File: src/rtl/ob_mk_table_acc_pkg.sv
// Shared types for the order-book table accumulator: table entry, quantity widths,
// mode enum, command/response records and the carry-save helper.
package ob_mk_table_acc_pkg;

   localparam int TBL_N = 16;
   localparam int QTY_W = 8;
   // Wide enough for TBL_N entries at the maximum quantity, so no saturation is needed.
   localparam int ACC_W = QTY_W + $clog2(TBL_N);

   typedef logic [QTY_W-1:0] quantity_t;
   typedef logic [ACC_W-1:0] accum_quantity_t;

   typedef struct packed {
      quantity_t quantity;
   } table_t;

   typedef enum logic {
      COUNT     = 1'b0,
      THRESHOLD = 1'b1
   } acc_mode_t;

   typedef struct packed {
      acc_mode_t       mode;
      accum_quantity_t goal;
   } cmd_t;

   typedef struct packed {
      accum_quantity_t quantity;
      logic            goal_met;
   } rsp_t;

   typedef struct packed {
      accum_quantity_t s;
      accum_quantity_t c;
   } csa_pair_t;

   function automatic int ceil_div(input int a, input int b);
      return (a + b - 1) / b;
   endfunction

   function automatic csa_pair_t csa_3_2(input accum_quantity_t a, input accum_quantity_t b,
                                         input accum_quantity_t d);
      csa_pair_t r;
      r.s = a ^ b ^ d;
      r.c = ((a & b) | (a & d) | (b & d)) << 1;
      return r;
   endfunction

endpackage

File: src/rtl/ob_mk_table_acc_if.sv
// Command/response handshake bundle between the market kernel and the table accumulator.
interface ob_mk_table_acc_if #(parameter int RND_W = 2);
   import ob_mk_table_acc_pkg::*;

   logic             cmd_vld;
   logic             cmd_rdy;
   acc_mode_t        cmd_mode;
   accum_quantity_t  cmd_goal;
   logic             rsp_vld;
   logic             rsp_rdy;
   accum_quantity_t  rsp_quantity;
   logic             rsp_goal_met;
   logic [RND_W-1:0] rsp_rounds;

   modport master (
      output cmd_vld, cmd_mode, cmd_goal, rsp_rdy,
      input  cmd_rdy, rsp_vld, rsp_quantity, rsp_goal_met, rsp_rounds
   );

   modport slave (
      input  cmd_vld, cmd_mode, cmd_goal, rsp_rdy,
      output cmd_rdy, rsp_vld, rsp_quantity, rsp_goal_met, rsp_rounds
   );

endinterface

File: src/rtl/ob_mk_table_acc_fsm.sv
// Control for the table accumulator: state, round counter, termination decode and handshake.
module ob_mk_table_acc_fsm #(
   parameter int EARLY_TERM_EN = 1,
   parameter int RND_W         = 2
) (
   input  logic             clk_i,
   input  logic             rst_i,
   input  logic             cmd_vld_i,
   input  logic             rsp_rdy_i,
   input  logic             goal_hit_i,
   input  logic             last_round_i,
   input  logic             round_inv_i,
   output logic             cmd_rdy_o,
   output logic             rsp_vld_o,
   output logic             accept_o,
   output logic             latch_o,
   output logic             acc_en_o,
   output logic             drain_o,
   output logic [RND_W-1:0] rounds_o
);

   // Top bit of the encoding is the busy indicator, so cmd_rdy comes straight off a flop.
   typedef enum logic [2:0] {
      S_IDLE  = 3'b000,
      S_ACCUM = 3'b100,
      S_DRAIN = 3'b101,
      S_RESP  = 3'b110
   } state_e;

   state_e           state_q;
   logic             rsp_vld_q;
   logic [RND_W-1:0] rounds_q;
   logic             term_s;

   assign term_s = last_round_i || ((EARLY_TERM_EN != 0) && round_inv_i);

   always_ff @(posedge clk_i) begin
      if (rst_i) begin
         state_q   <= S_IDLE;
         rsp_vld_q <= 1'b0;
         rounds_q  <= '0;
      end else begin
         case (state_q)
            S_IDLE: begin
               if (cmd_vld_i) begin
                  state_q  <= S_ACCUM;
                  rounds_q <= '0;
               end
            end
            S_ACCUM: begin
               if (goal_hit_i) begin
                  state_q <= S_DRAIN;
               end else begin
                  rounds_q <= rounds_q + RND_W'(1);
                  if (term_s) begin
                     state_q <= S_DRAIN;
                  end
               end
            end
            S_DRAIN: begin
               state_q   <= S_RESP;
               rsp_vld_q <= 1'b1;
            end
            S_RESP: begin
               if (rsp_rdy_i) begin
                  state_q   <= S_IDLE;
                  rsp_vld_q <= 1'b0;
               end
            end
            default: begin
               state_q   <= S_IDLE;
               rsp_vld_q <= 1'b0;
            end
         endcase
      end
   end

   // A goal hit suppresses both the latch and the accumulation; DRAIN folds in the held round.
   assign cmd_rdy_o = ~state_q[2];
   assign rsp_vld_o = rsp_vld_q;
   assign rounds_o  = rounds_q;
   assign accept_o  = (state_q == S_IDLE) && cmd_vld_i;
   assign latch_o   = (state_q == S_ACCUM) && !goal_hit_i;
   assign drain_o   = (state_q == S_DRAIN);
   assign acc_en_o  = latch_o || drain_o;

endmodule

File: src/rtl/ob_mk_table_acc.sv
// Top-of-book quantity accumulator: per-round mux of MUX_N entries into a carry-save
// chain with acc_s/acc_c feedback, and a final carry-propagate add into the response.
module ob_mk_table_acc
   import ob_mk_table_acc_pkg::*;
#(
   parameter int N             = TBL_N,
   parameter int CSA_DEGREE_N  = 8,
   parameter int EARLY_TERM_EN = 1
) (
   input  logic               clk_i,
   input  logic               rst_i,
   ob_mk_table_acc_if.slave   bus,
   input  table_t [N-1:0]     tbl_i,
   input  logic   [N-1:0]     tbl_vld_i
);

   localparam int MUX_N    = CSA_DEGREE_N - 2;
   localparam int ROUNDS_N = ceil_div(N, MUX_N);
   localparam int RND_W    = $clog2(ROUNDS_N + 1);
   localparam int IDX_W    = (N > 1) ? $clog2(N) : 1;

   logic [ROUNDS_N-1:0] sel_q;
   accum_quantity_t     csa_in_q [MUX_N];
   accum_quantity_t     acc_s_q;
   accum_quantity_t     acc_c_q;
   accum_quantity_t     goal_q;
   acc_mode_t           mode_q;
   accum_quantity_t     rsp_qty_q;
   logic                rsp_met_q;

   accum_quantity_t     lane_s [MUX_N];
   logic                round_inv_s;
   accum_quantity_t     csa_s_s;
   accum_quantity_t     csa_c_s;
   accum_quantity_t     fin_sum_s;
   logic                goal_hit_s;
   logic                accept_s, latch_s, acc_en_s, drain_s;

   // Per-lane round select; out-of-range indices and invalid entries contribute zero.
   always_comb begin
      int idx;
      idx         = 0;
      round_inv_s = 1'b0;
      for (int l = 0; l < MUX_N; l++) begin
         lane_s[l] = '0;
      end
      for (int r = 0; r < ROUNDS_N; r++) begin
         for (int l = 0; l < MUX_N; l++) begin
            idx = N - 1 - r * MUX_N - l;
            if (sel_q[r] && (idx >= 0)) begin
               if (tbl_vld_i[idx[IDX_W-1:0]]) begin
                  lane_s[l] = accum_quantity_t'(tbl_i[idx[IDX_W-1:0]].quantity);
               end else begin
                  round_inv_s = 1'b1;
               end
            end else begin
               round_inv_s = round_inv_s;
            end
         end
      end
   end

   always_comb begin
      csa_pair_t p;
      p.s = acc_s_q;
      p.c = acc_c_q;
      for (int l = 0; l < MUX_N; l++) begin
         p = csa_3_2(p.s, p.c, csa_in_q[l]);
      end
      csa_s_s = p.s;
      csa_c_s = p.c;
   end

   assign fin_sum_s  = csa_s_s + csa_c_s;
   assign goal_hit_s = (mode_q == THRESHOLD) && ((acc_s_q + acc_c_q) >= goal_q);

   always_ff @(posedge clk_i) begin
      if (rst_i) begin
         sel_q     <= '0;
         acc_s_q   <= '0;
         acc_c_q   <= '0;
         goal_q    <= '0;
         mode_q    <= COUNT;
         rsp_qty_q <= '0;
         rsp_met_q <= 1'b0;
         for (int l = 0; l < MUX_N; l++) begin
            csa_in_q[l] <= '0;
         end
      end else if (accept_s) begin
         mode_q  <= bus.cmd_mode;
         goal_q  <= bus.cmd_goal;
         acc_s_q <= '0;
         acc_c_q <= '0;
         sel_q   <= ROUNDS_N'(1);
         for (int l = 0; l < MUX_N; l++) begin
            csa_in_q[l] <= '0;
         end
      end else begin
         if (latch_s) begin
            sel_q <= sel_q << 1;
            for (int l = 0; l < MUX_N; l++) begin
               csa_in_q[l] <= lane_s[l];
            end
         end
         if (acc_en_s) begin
            acc_s_q <= csa_s_s;
            acc_c_q <= csa_c_s;
         end
         // The drained CSA output is the final total, resolved on the way into RESP.
         if (drain_s) begin
            rsp_qty_q <= fin_sum_s;
            rsp_met_q <= (mode_q == THRESHOLD) && (fin_sum_s >= goal_q);
         end
      end
   end

   ob_mk_table_acc_fsm #(
      .EARLY_TERM_EN (EARLY_TERM_EN),
      .RND_W         (RND_W)
   ) u_fsm (
      .clk_i        (clk_i),
      .rst_i        (rst_i),
      .cmd_vld_i    (bus.cmd_vld),
      .rsp_rdy_i    (bus.rsp_rdy),
      .goal_hit_i   (goal_hit_s),
      .last_round_i (sel_q[ROUNDS_N-1]),
      .round_inv_i  (round_inv_s),
      .cmd_rdy_o    (bus.cmd_rdy),
      .rsp_vld_o    (bus.rsp_vld),
      .accept_o     (accept_s),
      .latch_o      (latch_s),
      .acc_en_o     (acc_en_s),
      .drain_o      (drain_s),
      .rounds_o     (bus.rsp_rounds)
   );

   assign bus.rsp_quantity = rsp_qty_q;
   assign bus.rsp_goal_met = rsp_met_q;

endmodule

File: src/flat_wrapper.sv
// flat-port wrapper written by rule: the top's interface ports become plain ports
module ob_mk_table_acc_flat import ob_mk_table_acc_pkg::*;
#(
   parameter int N             = TBL_N,
   parameter int CSA_DEGREE_N  = 8,
   parameter int EARLY_TERM_EN = 1
)
  (clk_i, rst_i, tbl_i, tbl_vld_i, bus_cmd_vld, bus_cmd_mode, bus_cmd_goal, bus_rsp_rdy, bus_cmd_rdy, bus_rsp_vld, bus_rsp_quantity, bus_rsp_goal_met, bus_rsp_rounds);
  ob_mk_table_acc_if #(.RND_W(2)) bus_i ();
  input  logic clk_i;
  input  logic rst_i;
  input  table_t [N-1:0] tbl_i;
  input  logic   [N-1:0] tbl_vld_i;
  input wire logic [$bits(bus_i.cmd_vld)-1:0] bus_cmd_vld;
  input wire logic [$bits(bus_i.cmd_mode)-1:0] bus_cmd_mode;
  input wire logic [$bits(bus_i.cmd_goal)-1:0] bus_cmd_goal;
  input wire logic [$bits(bus_i.rsp_rdy)-1:0] bus_rsp_rdy;
  output wire logic [$bits(bus_i.cmd_rdy)-1:0] bus_cmd_rdy;
  output wire logic [$bits(bus_i.rsp_vld)-1:0] bus_rsp_vld;
  output wire logic [$bits(bus_i.rsp_quantity)-1:0] bus_rsp_quantity;
  output wire logic [$bits(bus_i.rsp_goal_met)-1:0] bus_rsp_goal_met;
  output wire logic [$bits(bus_i.rsp_rounds)-1:0] bus_rsp_rounds;
  assign bus_i.cmd_vld = bus_cmd_vld;
  assign bus_i.cmd_mode = bus_cmd_mode;
  assign bus_i.cmd_goal = bus_cmd_goal;
  assign bus_i.rsp_rdy = bus_rsp_rdy;
  assign bus_cmd_rdy = bus_i.cmd_rdy;
  assign bus_rsp_vld = bus_i.rsp_vld;
  assign bus_rsp_quantity = bus_i.rsp_quantity;
  assign bus_rsp_goal_met = bus_i.rsp_goal_met;
  assign bus_rsp_rounds = bus_i.rsp_rounds;
  ob_mk_table_acc #(.N(N), .CSA_DEGREE_N(CSA_DEGREE_N), .EARLY_TERM_EN(EARLY_TERM_EN)) u_core (.clk_i(clk_i), .rst_i(rst_i), .bus(bus_i), .tbl_i(tbl_i), .tbl_vld_i(tbl_vld_i));
endmodule
File: config.mk
export PLATFORM = sky130hd
export DESIGN_NAME = ob_mk_table_acc_flat
export DESIGN_NICKNAME = d
export VERILOG_FILES = /design/src/rtl/ob_mk_table_acc_pkg.sv /design/src/rtl/ob_mk_table_acc_if.sv /design/src/rtl/ob_mk_table_acc_fsm.sv /design/src/rtl/ob_mk_table_acc.sv /design/src/flat_wrapper.sv
export SDC_FILE = /design/constraint.sdc
export NUM_CORES = 1
export LEC_CHECK = 0
export CORE_MARGIN = 2
export CORE_UTILIZATION = 37
export DETAILED_ROUTE_END_ITERATION = 10
export PLACE_DENSITY = 0.59
export SLEW_MARGIN = 20
export SYNTH_ARGS = -nofsm -noshare
export SYNTH_HDL_FRONTEND = slang
export SYNTH_SLANG_ARGS = --single-unit
File: constraint.sdc
create_clock -name clk_i -period 18.12 [get_ports clk_i]
set_input_delay 2.718 -clock clk_i [delete_from_list [all_inputs] [get_ports clk_i]]
set_output_delay 2.718 -clock clk_i [all_outputs]
set_load 0.01 [all_outputs]
==> results.md, run 1 <==
* Final Hold Viols at 0
* Tcrit/Tclk final at 36.0%
* Via density at 5.06
* Cell count of the worst reg-to-reg path at 20
* H-tree depth at 3
* Switching portion of total power at 44.9%
* Die area at 21400 µm²
* Initial antenna violation count at 0
* Gr ovfl total at 0
* Critical path class: reg -> reg
* P per Cell Area at 168 nW/µm²
* Multi-input combinational cell area at 4520 µm²
* Num ports at 178
* Vias in the first global route at 6475
* Power Total at 1.65 mW
* Post-CTS Resized at 0
* Combinational share of power at 69.1%
* Die width at 146 µm
* Worst skew pair latency at 0.37 ns
* Height of the die at 146 µm
* Cell with the largest stage delay on the worst path: fa_1
* Post-Synth Simple-Gate Area at 15.1%
* Shortest period the worst path allows at 6.52 ns
* RSZ-0062 raised after global routing: false
* Multiplexer area fraction after synthesis at 3.62%
* Vias post-DR at 6172
* Final setup fails at 0
* Final slew viol count at 0
* # port buffers at 177
* Synth-to-Final Area Change at 31.3%
* Status: finished, final reports clean
* CP Cell Sequence: fa_1 > fa_1 > fa_1 > inv_1 > fa_1 > fa_1 > fa_1 > inv_1 > ha_1 > fa_1 > a211oi_1 > o21ai_1 > a2111oi_0 > a21oi_1 > xnor2_1 > ha_1 > a211o_1 > or3_1 > a31oi_1 > nor2_1
* Most frequent cells in the layout: clkdlybuf4s50_1, nand2_1, nor2_1
* Drt drc at 0
* Synth Area per Inst at 9.52 µm²
* Achievable Freq at 0.153 GHz
* Worst hold slack at 0.456 ns
* Warnings, synthesis at 0
* Core region area at 20000 µm²
* Placed cell areas at 9530 µm²
* Initial Util at 37.4%
* Clk Tree Root Cell: clkbuf_16
* Drt initial violations at 364
* Row cnt at 52
* Post-DRT Antenna Nets at 0
* Sequential fraction of design power at 18.6%
* Fin util at 49.1%
* Leading cell type in the layout, fill and taps excluded: clkdlybuf4s50_1
* # diodes at 0
* Sinks on Clock Net at 106
* Largest family of logic cells by synthesized area: adder cells
* Asr flop ratio synth at 0%
* Clk pin slew, worst setup/hold paths at 0.07 ns
* Power Internal at 911 µW
* DP Wirelength at 16300 µm
* Share of layout cells above drive strength 1 at 3.79%
* CTS Buffer Depth at 2
* Syn_nets at 1058
* Largest net degree at the start of global routing at 53
* First-pass GRT wire length at 32500 µm
* Crit path top cell by count: fa_1
* DRT Wirelength at 20000 µm
* Clk pwr share at 12.3%
* Total GRT Usage at 19.3%
* Slew HR at 54.5%
* Post-Route Skew at 0.0121 ns
* Register area at 2600 µm²
* Fillers at 1984
* Placed cells at 1204
* Final setup TNS at 0 ns
* Crit-path max cell delay at 0.57 ns
* EDFF count, synth at 48
* CTS tree: done
* Setup bufs post-CTS at 0
* DP Worst Slack at 11.66 ns
* WL/cell at 16.4 µm
* WP data required at 18.37 ns
* TritonCTS buffer count at 9
* Cells after Synth at 787
* VDD IR-drop max at 0.146 mV
* Synth Area in Adders at 23.1%
* Synth Register Bits at 106
* XOR/XNOR share of the synthesized area at 2.55%
* Worst Tran Pin Value at 0.678 ns
* HP Class: reg -> reg
* Finished Layout Cells at 1220
* Nets at 1216
* Seq/Total Area, Yosys at 34.7%
* Critical path arrival at 6.77 ns
* Pre-antenna DRT Iters at 5
* Setup WS post-layout at 11.60 ns
* Leakage at 4.04 nW
* Post-route cell area at 9840 µm²
* GP Congestion at 0.848
* Cell Area, Synth at 7490 µm²
* CP Launch Type: flop
* Compound-Gate Fraction of Synth Area at 15.5%
* Cts hold-fix bufs at 0
* Max cap viols at 0
* Post-synthesis cell type count at 56
* Net Sw Power at 741 µW
* Worst Path Max Fanout at 3
* Hold-critical path depth at 2
* Top_reg_cell synth: dfxtp_1
* Crit. End Element: flop
==> critical path: cells and delay by family, from the launching register on <==
kind                     cells  cell delay (ns)
AO/OA/AOI/OAI                6             1.42
adder cells (fa/ha/maj)      9             3.91
buffers and inverters        2             0.10
XOR/XNOR                     1             0.26
flip-flops                   1             0.34
AND/OR/NAND/NOR              2             0.38
==> per-layer routing <==
metal | share of wire (%) | GRT usage (%) | vias up
li1 | - | - | 3117
met2 | 48 | 32.5 | 163
met5 | 0 | 0 | -
met1 | 44 | 25.1 | 2857
met4 | 2.9 | 6.80 | 0
met3 | 4.8 | 3.50 | 35
==> cell usage after synthesis (16+ instances only) <==
cell	instances	area share, %
nand2_1	116	5.8
nor2_1	73	3.7
ha_1	64	11
inv_1	62	3.1
dfxtp_1	58	15
edfxtp_1	48	19
fa_1	46	12
a21oi_1	43	2.9
nor3_1	39	2.6
a222oi_1	32	4.3
mux2i_1	26	3.5
clkbuf_1	25	1.3
a22oi_1	16	1.6
==> power groups by stage <==
stage | Combinational, mW | Sequential [mW] | Clock (mW)
after floorplan | 0.829 | 0.307 | 0
after global placement | 1.12 | 0.313 | 0
after detailed placement | 1.13 | 0.314 | 0
after CTS | 1.14 | 0.308 | 0.207
after global routing | 1.30 | 0.312 | 0.216
final | 1.14 | 0.308 | 0.203
==> final timing paths <==
check	endpoint	startpoint	slack, ns
hold / removal	u_core.bus.rsp_quantity[2]	u_core.bus.rsp_quantity[2]	0.46
setup / recovery	u_core.bus.rsp_goal_met	u_core.acc_c_q[1]	11.60
setup reg to reg	u_core.bus.rsp_goal_met	u_core.acc_c_q[1]	11.60
hold reg to reg	u_core.bus.rsp_quantity[2]	u_core.bus.rsp_quantity[2]	0.46
==> kinds of logic (layout without fill, tap and decap cells) <==
family | count (synthesis) | after routing
xor gates and xnor gates | 21 | 21
buffers and inverters | 102 | 265
adders and majority gates | 111 | 111
muxes | 27 | 27
and+or+nand+nor | 263 | 263
AOI/OAI and AO/OA | 157 | 157
DFF | 106 | 106
==> flip-flops by register name, summed over array words and instances (netlist names) <==
register / count
u_core.acc_s_q: 12
u_core.mode_q: 1
u_core.csa_in_q: 48
u_core.goal_q: 12
u_core.acc_c_q: 11
u_core.u_fsm.rsp_vld_o: 1
u_core.u_fsm.state_q: 3
u_core.u_fsm.rounds_o: 2
u_core.sel_q: 3
u_core.bus.rsp_goal_met: 1
u_core.bus.rsp_quantity: 12
==> area by class of cell <==
class | count | area share (%)
multi-input combinational | 579 | 46.0
sequential | 106 | 26.5
timing repair buffer | 185 | 18.6
tap | 270 | 3.43
inverter | 64 | 2.44
clock buffer | 10 | 2.43
clock inverter | 6 | 0.661
Power figures use the tool's default switching activity.
==> run 2: changes to the inputs <==
--- a/config.mk
+++ b/config.mk
@@ -8,7 +8,7 @@
 export CORE_MARGIN = 2
 export CORE_UTILIZATION = 37
 export DETAILED_ROUTE_END_ITERATION = 10
-export PLACE_DENSITY = 0.59
+export PLACE_DENSITY = 0.62
 export SLEW_MARGIN = 20
 export SYNTH_ARGS = -nofsm -noshare
 export SYNTH_HDL_FRONTEND = slang
==> constraint.sdc (replaced) <==
create_clock -name clk_i -period 5.41 [get_ports clk_i]
set_input_delay 0.8115 -clock clk_i [delete_from_list [all_inputs] [get_ports clk_i]]
set_output_delay 0.8115 -clock clk_i [all_outputs]
set_load 0.01 [all_outputs]
==> run 2 against run 1 <==
  * The flow now finishes with violations (setup timing)
  * Design area rose by 4.4%
  * Count of clock-buffer cells in the layout shrank 1
  * Non-clock buffer count increased by 51
  * Sequential cell count stayed put
  * Wire length up 0.68%
  * Clock skew decreased by 0.0021 ns
  * Utilization is 2.2 points higher
  * Clock power rose to 3.2 times the previous value
  * Worst setup slack got worse by 12 ns
  * Hold slack improved by 0.0015 ns
  * Highest routed layer unchanged
==> results.md, run 2 (synthesis results as in run 1) <==
* Status: complete, but fails checks
* Violated checks: setup timing
* Num ports at 178 (unchanged)
* Reg-to-reg startpoint: u_core.csa_in_q[0][2]
* CTS tree: done
* Post-route cell area at 10300 µm² (+4.4%)
* WL/cell at 15.8 µm (-3.4%)
* P per Cell Area at 664 nW/µm² (+300%)
* Leading cell type in the layout, fill and taps excluded: clkdlybuf4s50_1
* Core region area at 20000 µm² (unchanged)
* Clk Tree Root Cell: clkbuf_16
* GP Congestion at 0.838 (-1.2%)
* Leakage at 4.31 nW (+6.5%)
* Post-DRT Antenna Nets at 0 (unchanged)
* Critical path arrival at 6.33 ns (-0.44 ns)
* Crit-path max cell delay at 0.52 ns (-0.05 ns)
* Power Internal at 3.95 mW (+330%)
* Vias post-DR at 6371 (+3.2%)
* Worst Tran Pin Value at 0.959 ns (+0.281 ns)
* Highest Signal Layer: met4
* R2R setup slack at -0.67 ns (-12.27 ns)
* Largest net degree at the start of global routing at 48 (-9.4%)
* First-pass GRT wire length at 32700 µm (+0.70%)
* Max cap viols at 0 (unchanged)
* Sequential fraction of design power at 15.0% (-3.6 points)
* Hold-critical path depth at 2 (unchanged)
* Switching portion of total power at 42.0% (-2.9 points)
* RSZ-0062 raised after global routing: true
* Initial antenna violation count at 0 (unchanged)
* DRT Wirelength at 20100 µm (+0.68%)
* HP Class: reg -> reg
* Die width at 146 µm (unchanged)
* Met1 Routed Length at 9080 µm (+2.6%)
* Gr ovfl total at 0 (unchanged)
* Top reg by flops: u_core.csa_in_q
* Synth-to-Final Area Change at 37.1%
* Via density at 5.01 (-0.92%)
* Row cnt at 52 (unchanged)
* Most frequent cells in the layout: clkdlybuf4s50_1, nand2_1, nor2_1
* Shortest period the worst path allows at 6.08 ns (-0.440 ns)
* Vias in the first global route at 6455 (-0.31%)
* Cell with the largest stage delay on the worst path: fa_1
* Met3 Wirelength at 787 µm (-19%)
* WHS Endpoint: u_core.bus.rsp_quantity[7]
* Final setup TNS at -0.670 ns (-0.670 ns)
* Drt drc at 0 (unchanged)
* R2r endpoint: u_core.bus.rsp_goal_met
* Crit. End Element: flop
* WP data required at 5.66 ns (-12.71 ns)
* Final slew viol count at 0 (unchanged)
* CP Cell Sequence: fa_1 > fa_1 > fa_1 > fa_1 > inv_1 > fa_1 > inv_1 > fa_1 > buf_4 > ha_1 > a211o_1 > buf_4 > a21o_1 > a21oi_1 > xnor2_1 > ha_1 > a21o_1 > a21o_1 > a211o_1 > a31oi_1 > nor2_1
* H-tree depth at 3 (unchanged)
* Die area at 21400 µm² (unchanged)
* Clk pwr share at 9.4% (-2.9 points)
* Slew HR at 35.8% (-19 points)
* Cell count of the worst reg-to-reg path at 21 (+5.0%)
* Multi-input combinational cell area at 4600 µm² (+1.7%)
* Net Sw Power at 2.86 mW (+290%)
* WL met2 at 9860 µm (+2.6%)
* Max reg flops at 48 (unchanged)
* Crit path top cell by count: fa_1
* CTS Buffer Depth at 2 (unchanged)
* Drt initial violations at 366 (+0.55%)
* Worst Path Max Fanout at 2 (-1)
* VDD IR-drop max at 0.574 mV (+290%)
* TritonCTS buffer count at 9 (unchanged)
* Share of layout cells above drive strength 1 at 10.1% (+6.3 points)
* Clk pin slew, worst setup/hold paths at 0.08 ns (about the same)
* Nets at 1267 (+4.2%)
* Setup WS post-layout at -0.670 ns (-12.27 ns)
* Post-Route Skew at 0.00999 ns (-0.00212 ns)
* Fillers at 1940 (-2.2%)
* Critical path class: reg -> reg
* HP Start: u_core.bus.rsp_quantity[7]
* Combinational share of power at 75.6% (+6.5 points)
* # diodes at 0 (unchanged)
* Worst skew pair latency at 0.36 ns (about the same)
* Initial Util at 37.4% (unchanged)
* CP Launch Type: flop
* Total GRT Usage at 19.2% (-0.12 points)
* Pre-antenna DRT Iters at 7 (+2)
* Delay-heaviest family, CP: adder cells
* DP Wirelength at 16400 µm (+0.94%)
* Placed cell areas at 9910 µm² (+3.9%)
* Achievable Freq at 0.164 GHz (+7.2%)
* # port buffers at 177 (unchanged)
* Final setup fails at 1 (+1)
* Sinks on Clock Net at 106 (unchanged)
* Worst path bufs/invs at 4 (+2)
* Register area at 2600 µm² (unchanged)
* Height of the die at 146 µm (unchanged)
* Tcrit/Tclk final at 112% (+76 points)
* Final Hold Viols at 0 (unchanged)
-- run 2: cell count changes in the layout (fill, tap and decap cells not counted), sizes merged --
cell      change
inv           +4
bufinv        -1
clkinvlp      -1
buf          +51
clkbuf        -1
clkinv        -1
-- run 2: how the worst max path moves through the flow --
stage | depth (start not counted) | to | from
5_1_grt | 20 | u_core.bus.rsp_goal_met | u_core.csa_in_q[0][1]
4_1_cts | 20 | u_core.bus.rsp_goal_met | u_core.csa_in_q[0][1]
2_1_floorplan | 20 | u_core.bus.rsp_goal_met | u_core.acc_c_q[1]
3_3_place_gp | 20 | u_core.bus.rsp_goal_met | u_core.csa_in_q[0][1]
3_5_place_dp | 20 | u_core.bus.rsp_goal_met | u_core.csa_in_q[0][1]
6_report | 21 | u_core.bus.rsp_goal_met | u_core.csa_in_q[0][2]
-- run 2: per-layer routing --
| metal | vias to the layer above | global-route usage, % |
|---|---|---|
| met2 | 163 | 32.5 |
| met5 | - | 0 |
| met3 | 25 | 2.72 |
| met1 | 2972 | 25.7 |
| li1 | 3211 | - |
| met4 | 0 | 5.68 |
-- run 2: layout make-up --
type	count	area share [%]
Clock buffer	9	2.19
Clock inverter	7	0.548
Inverter	64	2.34
Multi-Input combinational cell	579	44.7
Sequential cell	106	25.3
Tap cell	270	3.29
Timing Repair Buffer	236	21.6
-- run 2: per-stage QoR --
stage               setup slack [ns]  instances  power, mW  util (%)  hold WS [ns]
floorplan                     -0.543        787       3.82         -         0.436
global route                  -0.999       1271       7.49      51.3         0.480
global placement              -0.693       1253       5.71      49.5         0.444
detailed placement            -0.771       1253       5.83      49.5         0.450
CTS                           -0.688       1270       6.62      51.0         0.460
finish                        -0.670       1271       6.82      51.3         0.458
-- run 2: worst register-to-register path: stages, from the launching register on --
cell,delay (ns)
edfxtp_1,0.38
fa_1,0.48
fa_1,0.52
fa_1,0.44
fa_1,0.49
inv_1,0.05
fa_1,0.47
inv_1,0.05
fa_1,0.47
buf_4,0.16
ha_1,0.30
a211o_1,0.30
buf_4,0.15
a21o_1,0.15
a21oi_1,0.18
xnor2_1,0.19
ha_1,0.30
a21o_1,0.16
a21o_1,0.19
a211o_1,0.28
a31oi_1,0.17
nor2_1,0.06
-- run 2: timing repair --
item,4_1_cts,5_1_grt
setup buffers,1,1
gates resized for setup,6,8
hold buffers,0,0
pin swaps,6,5
endpoints found under the setup margin,1,5
-- run 2: power groups by stage --
stage	Sequential (mW)	Clock (mW)	Combinational, mW
4_1_cts	1.02	0.660	4.94
3_5_place_dp	1.04	0	4.79
2_1_floorplan	1.03	0	2.80
3_3_place_gp	1.04	0	4.67
6_report	1.02	0.641	5.16
5_1_grt	1.04	0.689	5.76
==> run 3: changes to the inputs <==
==> constraint.sdc (replaced) <==
create_clock -name clk_i -period 5.35 [get_ports clk_i]
set_input_delay 0.8025 -clock clk_i [delete_from_list [all_inputs] [get_ports clk_i]]
set_output_delay 0.8025 -clock clk_i [all_outputs]
set_load 0.01 [all_outputs]
==> run 3 against run 2 <==
  * The flow still finishes with violations (setup timing)
  * Clock power grew 5.1%
  * Final cell count is the same
  * Non-clock buffer count is the same
  * Fmax shrank 0.36%
  * Sequential share of layout area is essentially flat
  * Critical path type unchanged
  * Largest cell class unchanged
==> results.md, run 3 (synthesis results as in run 1) <==
* CTS Buffer Depth at 2 (unchanged)
* Post-route cell area at 10300 µm² (about the same)
* Nets at 1267 (unchanged)
* Critical path arrival at 6.36 ns (+0.03 ns)
* GRT met1 Usage at 24.5% (-1.1 points)
* Total GRT Usage at 19.1% (-0.11 points)
* Row cnt at 52 (unchanged)
* Clk Tree Root Cell: clkbuf_16
* Hold-critical path depth at 2 (unchanged)
* Die width at 146 µm (unchanged)
* CTS tree: done
* Post-DRT Antenna Nets at 0 (unchanged)
* Final setup TNS at -0.752 ns (-0.0822 ns)
* HP Start: u_core.bus.rsp_quantity[1]
* Synth-to-Final Area Change at 37.1% (about the same)
* WHS Endpoint: u_core.bus.rsp_quantity[1]
* Post-Route Skew at 0.00658 ns (-0.00341 ns)
* Shortest period the worst path allows at 6.10 ns (+0.0222 ns)
* Largest net degree at the start of global routing at 48 (unchanged)
* Die area at 21400 µm² (unchanged)
* Top reg by flops: u_core.csa_in_q
* GP Congestion at 0.838 (about the same)
* Setup crit start: u_core.csa_in_q[0][1]
* Power Total at 6.82 mW (about the same)
* P per Cell Area at 663 nW/µm² (about the same)
* Final slew viol count at 0 (unchanged)
* Num ports at 178 (unchanged)
* DP Wirelength at 16500 µm (+0.36%)
* RSZ-0062 raised after global routing: true
* Leading cell type in the layout, fill and taps excluded: clkdlybuf4s50_1
* VDD IR-drop max at 0.566 mV (-1.3%)
* Reg-to-reg startpoint: u_core.csa_in_q[0][1]
* Vias post-DR at 6352 (-0.30%)
* Status: complete, but fails checks
* Critical path class: reg -> reg
* # port buffers at 177 (unchanged)
* WL/cell at 15.9 µm (+0.13%)
* Fillers at 1933 (-0.36%)
* Initial Util at 37.4% (unchanged)
* Slew HR at 40.8% (+4.9 points)
* Tcrit/Tclk final at 114% (+1.7 points)
* Drt initial violations at 322 (-12%)
* Placed cell areas at 9920 µm² (about the same)
* DRT Wirelength at 20200 µm (+0.13%)
* Height of the die at 146 µm (unchanged)
* Cts hold-fix bufs at 0 (unchanged)
* Worst Path Max Fanout at 2 (unchanged)
* Clk pin slew, worst setup/hold paths at 0.07 ns (about the same)
* Pre-antenna DRT Iters at 8 (+1)
* Via density at 5.00 (-0.30%)
* # diodes at 0 (unchanged)
* Cell count of the worst reg-to-reg path at 20 (-4.8%)
* Max reg flops at 48 (unchanged)
* Worst skew pair latency at 0.36 ns (about the same)
* R2r endpoint: u_core.bus.rsp_goal_met
* Worst Tran Pin Value at 0.885 ns (-0.0739 ns)
* Vias in the first global route at 6478 (+0.36%)
* Share of layout cells above drive strength 1 at 9.99% (-0.10 points)
* First-pass GRT wire length at 32400 µm (-1.0%)
* H-tree depth at 3 (unchanged)
* Most frequent cells in the layout: clkdlybuf4s50_1, nand2_1, nor2_1
* Gr ovfl total at 0 (unchanged)
* Fin util at 51.3% (about the same)
* Initial antenna violation count at 0 (unchanged)
* Final Hold Viols at 0 (unchanged)
* Drt drc at 0 (unchanged)
* Violated checks: setup timing
* Crit. End Element: flop
* Max cap viols at 0 (unchanged)
* Most heavily used metal layer in global routing: met2
* Core region area at 20000 µm² (unchanged)
* HP Class: reg -> reg
* Final setup fails at 1 (unchanged)
* Met2 GRT Util at 33.0% (+0.47 points)
* Leakage at 4.30 nW (-0.19%)
* R2R setup slack at -0.75 ns (-0.08 ns)
* CP Launch Type: flop
* WP data required at 5.61 ns (-0.05 ns)
* Achievable Freq at 0.164 GHz (-0.36%)
* TritonCTS buffer count at 9 (unchanged)
* Setup WS post-layout at -0.752 ns (-0.0822 ns)
* Sinks on Clock Net at 106 (unchanged)
* Met3 Use GR at 2.97% (+0.25 points)
-- run 3: cell types whose count changed in the layout (fill, tap and decap cells not counted), moves of 2 or more --
cell        before  now
clkinv_2         2    0
clkinvlp_4       0    2
clkbuf_1         0    2
ha_2             0    2
ha_4             2    0
inv_6            4    0
-- run 3: repair_timing --
| action | CTS | global route |
|---|---|---|
| resized for setup | 4 | 10 |
| setup buffers | 1 | 1 |
| endpoints found under the setup margin | 1 | 5 |
| hold endpoints to repair | 0 | 0 |
| pin swaps | 3 | 7 |
-- run 3: how the worst max path moves through the flow --
| stage | end | cells after the start |
|---|---|---|
| after floorplan | u_core.bus.rsp_goal_met | 20 |
| after global placement | u_core.bus.rsp_goal_met | 20 |
| after detailed placement | u_core.bus.rsp_goal_met | 20 |
| after CTS | u_core.bus.rsp_goal_met | 20 |
| after global routing | u_core.bus.rsp_goal_met | 20 |
| final | u_core.bus.rsp_goal_met | 20 |
-- run 3: critical path, cell delays in order, from the launching register on --
cell	delay (ns)
edfxtp_1	0.38
fa_1	0.51
fa_1	0.42
fa_1	0.51
inv_2	0.04
fa_1	0.49
fa_1	0.42
fa_1	0.49
inv_1	0.06
ha_2	0.18
fa_2	0.37
a211oi_4	0.25
o21ai_2	0.11
a2111oi_2	0.36
a21oi_1	0.09
xnor2_1	0.20
ha_1	0.27
a211o_1	0.30
or3_1	0.31
a31oi_1	0.15
nor2_1	0.06
-- run 3: through the flow --
stage / hold WS, ns / instances / worst slack, ns
after floorplan: 0.436 / 787 / -0.603
after global placement: 0.445 / 1254 / -0.750
after detailed placement: 0.448 / 1254 / -0.826
after CTS: 0.459 / 1271 / -0.756
after global routing: 0.475 / 1271 / -1.07
final: 0.455 / 1271 / -0.752
-- run 3: where the power goes --
group,switching [mW],leakage [nW],internal (mW)
combinational,2.46,3.15,2.66
clock,0.306,0.138,0.367
sequential,0.0757,1.01,0.956
-- run 3: metal layers --
| metal | share of wire [%] | routed length, µm |
|---|---|---|
| met1 | 45 | 9030 |
| met2 | 49 | 9920 |
| met3 | 3.9 | 784 |
| met4 | 2.2 | 440 |
| met5 | 0 | 0 |
-- run 3: cell type report --
type	count	area [µm²]	area share, %
clock buffers	11	233	2.26
clock inverters	5	65.1	0.633
inverters	64	240	2.34
multi-input cells	579	4580	44.6
flip-flops and latches	106	2600	25.3
well taps	270	338	3.29
repair buffers	236	2210	21.6
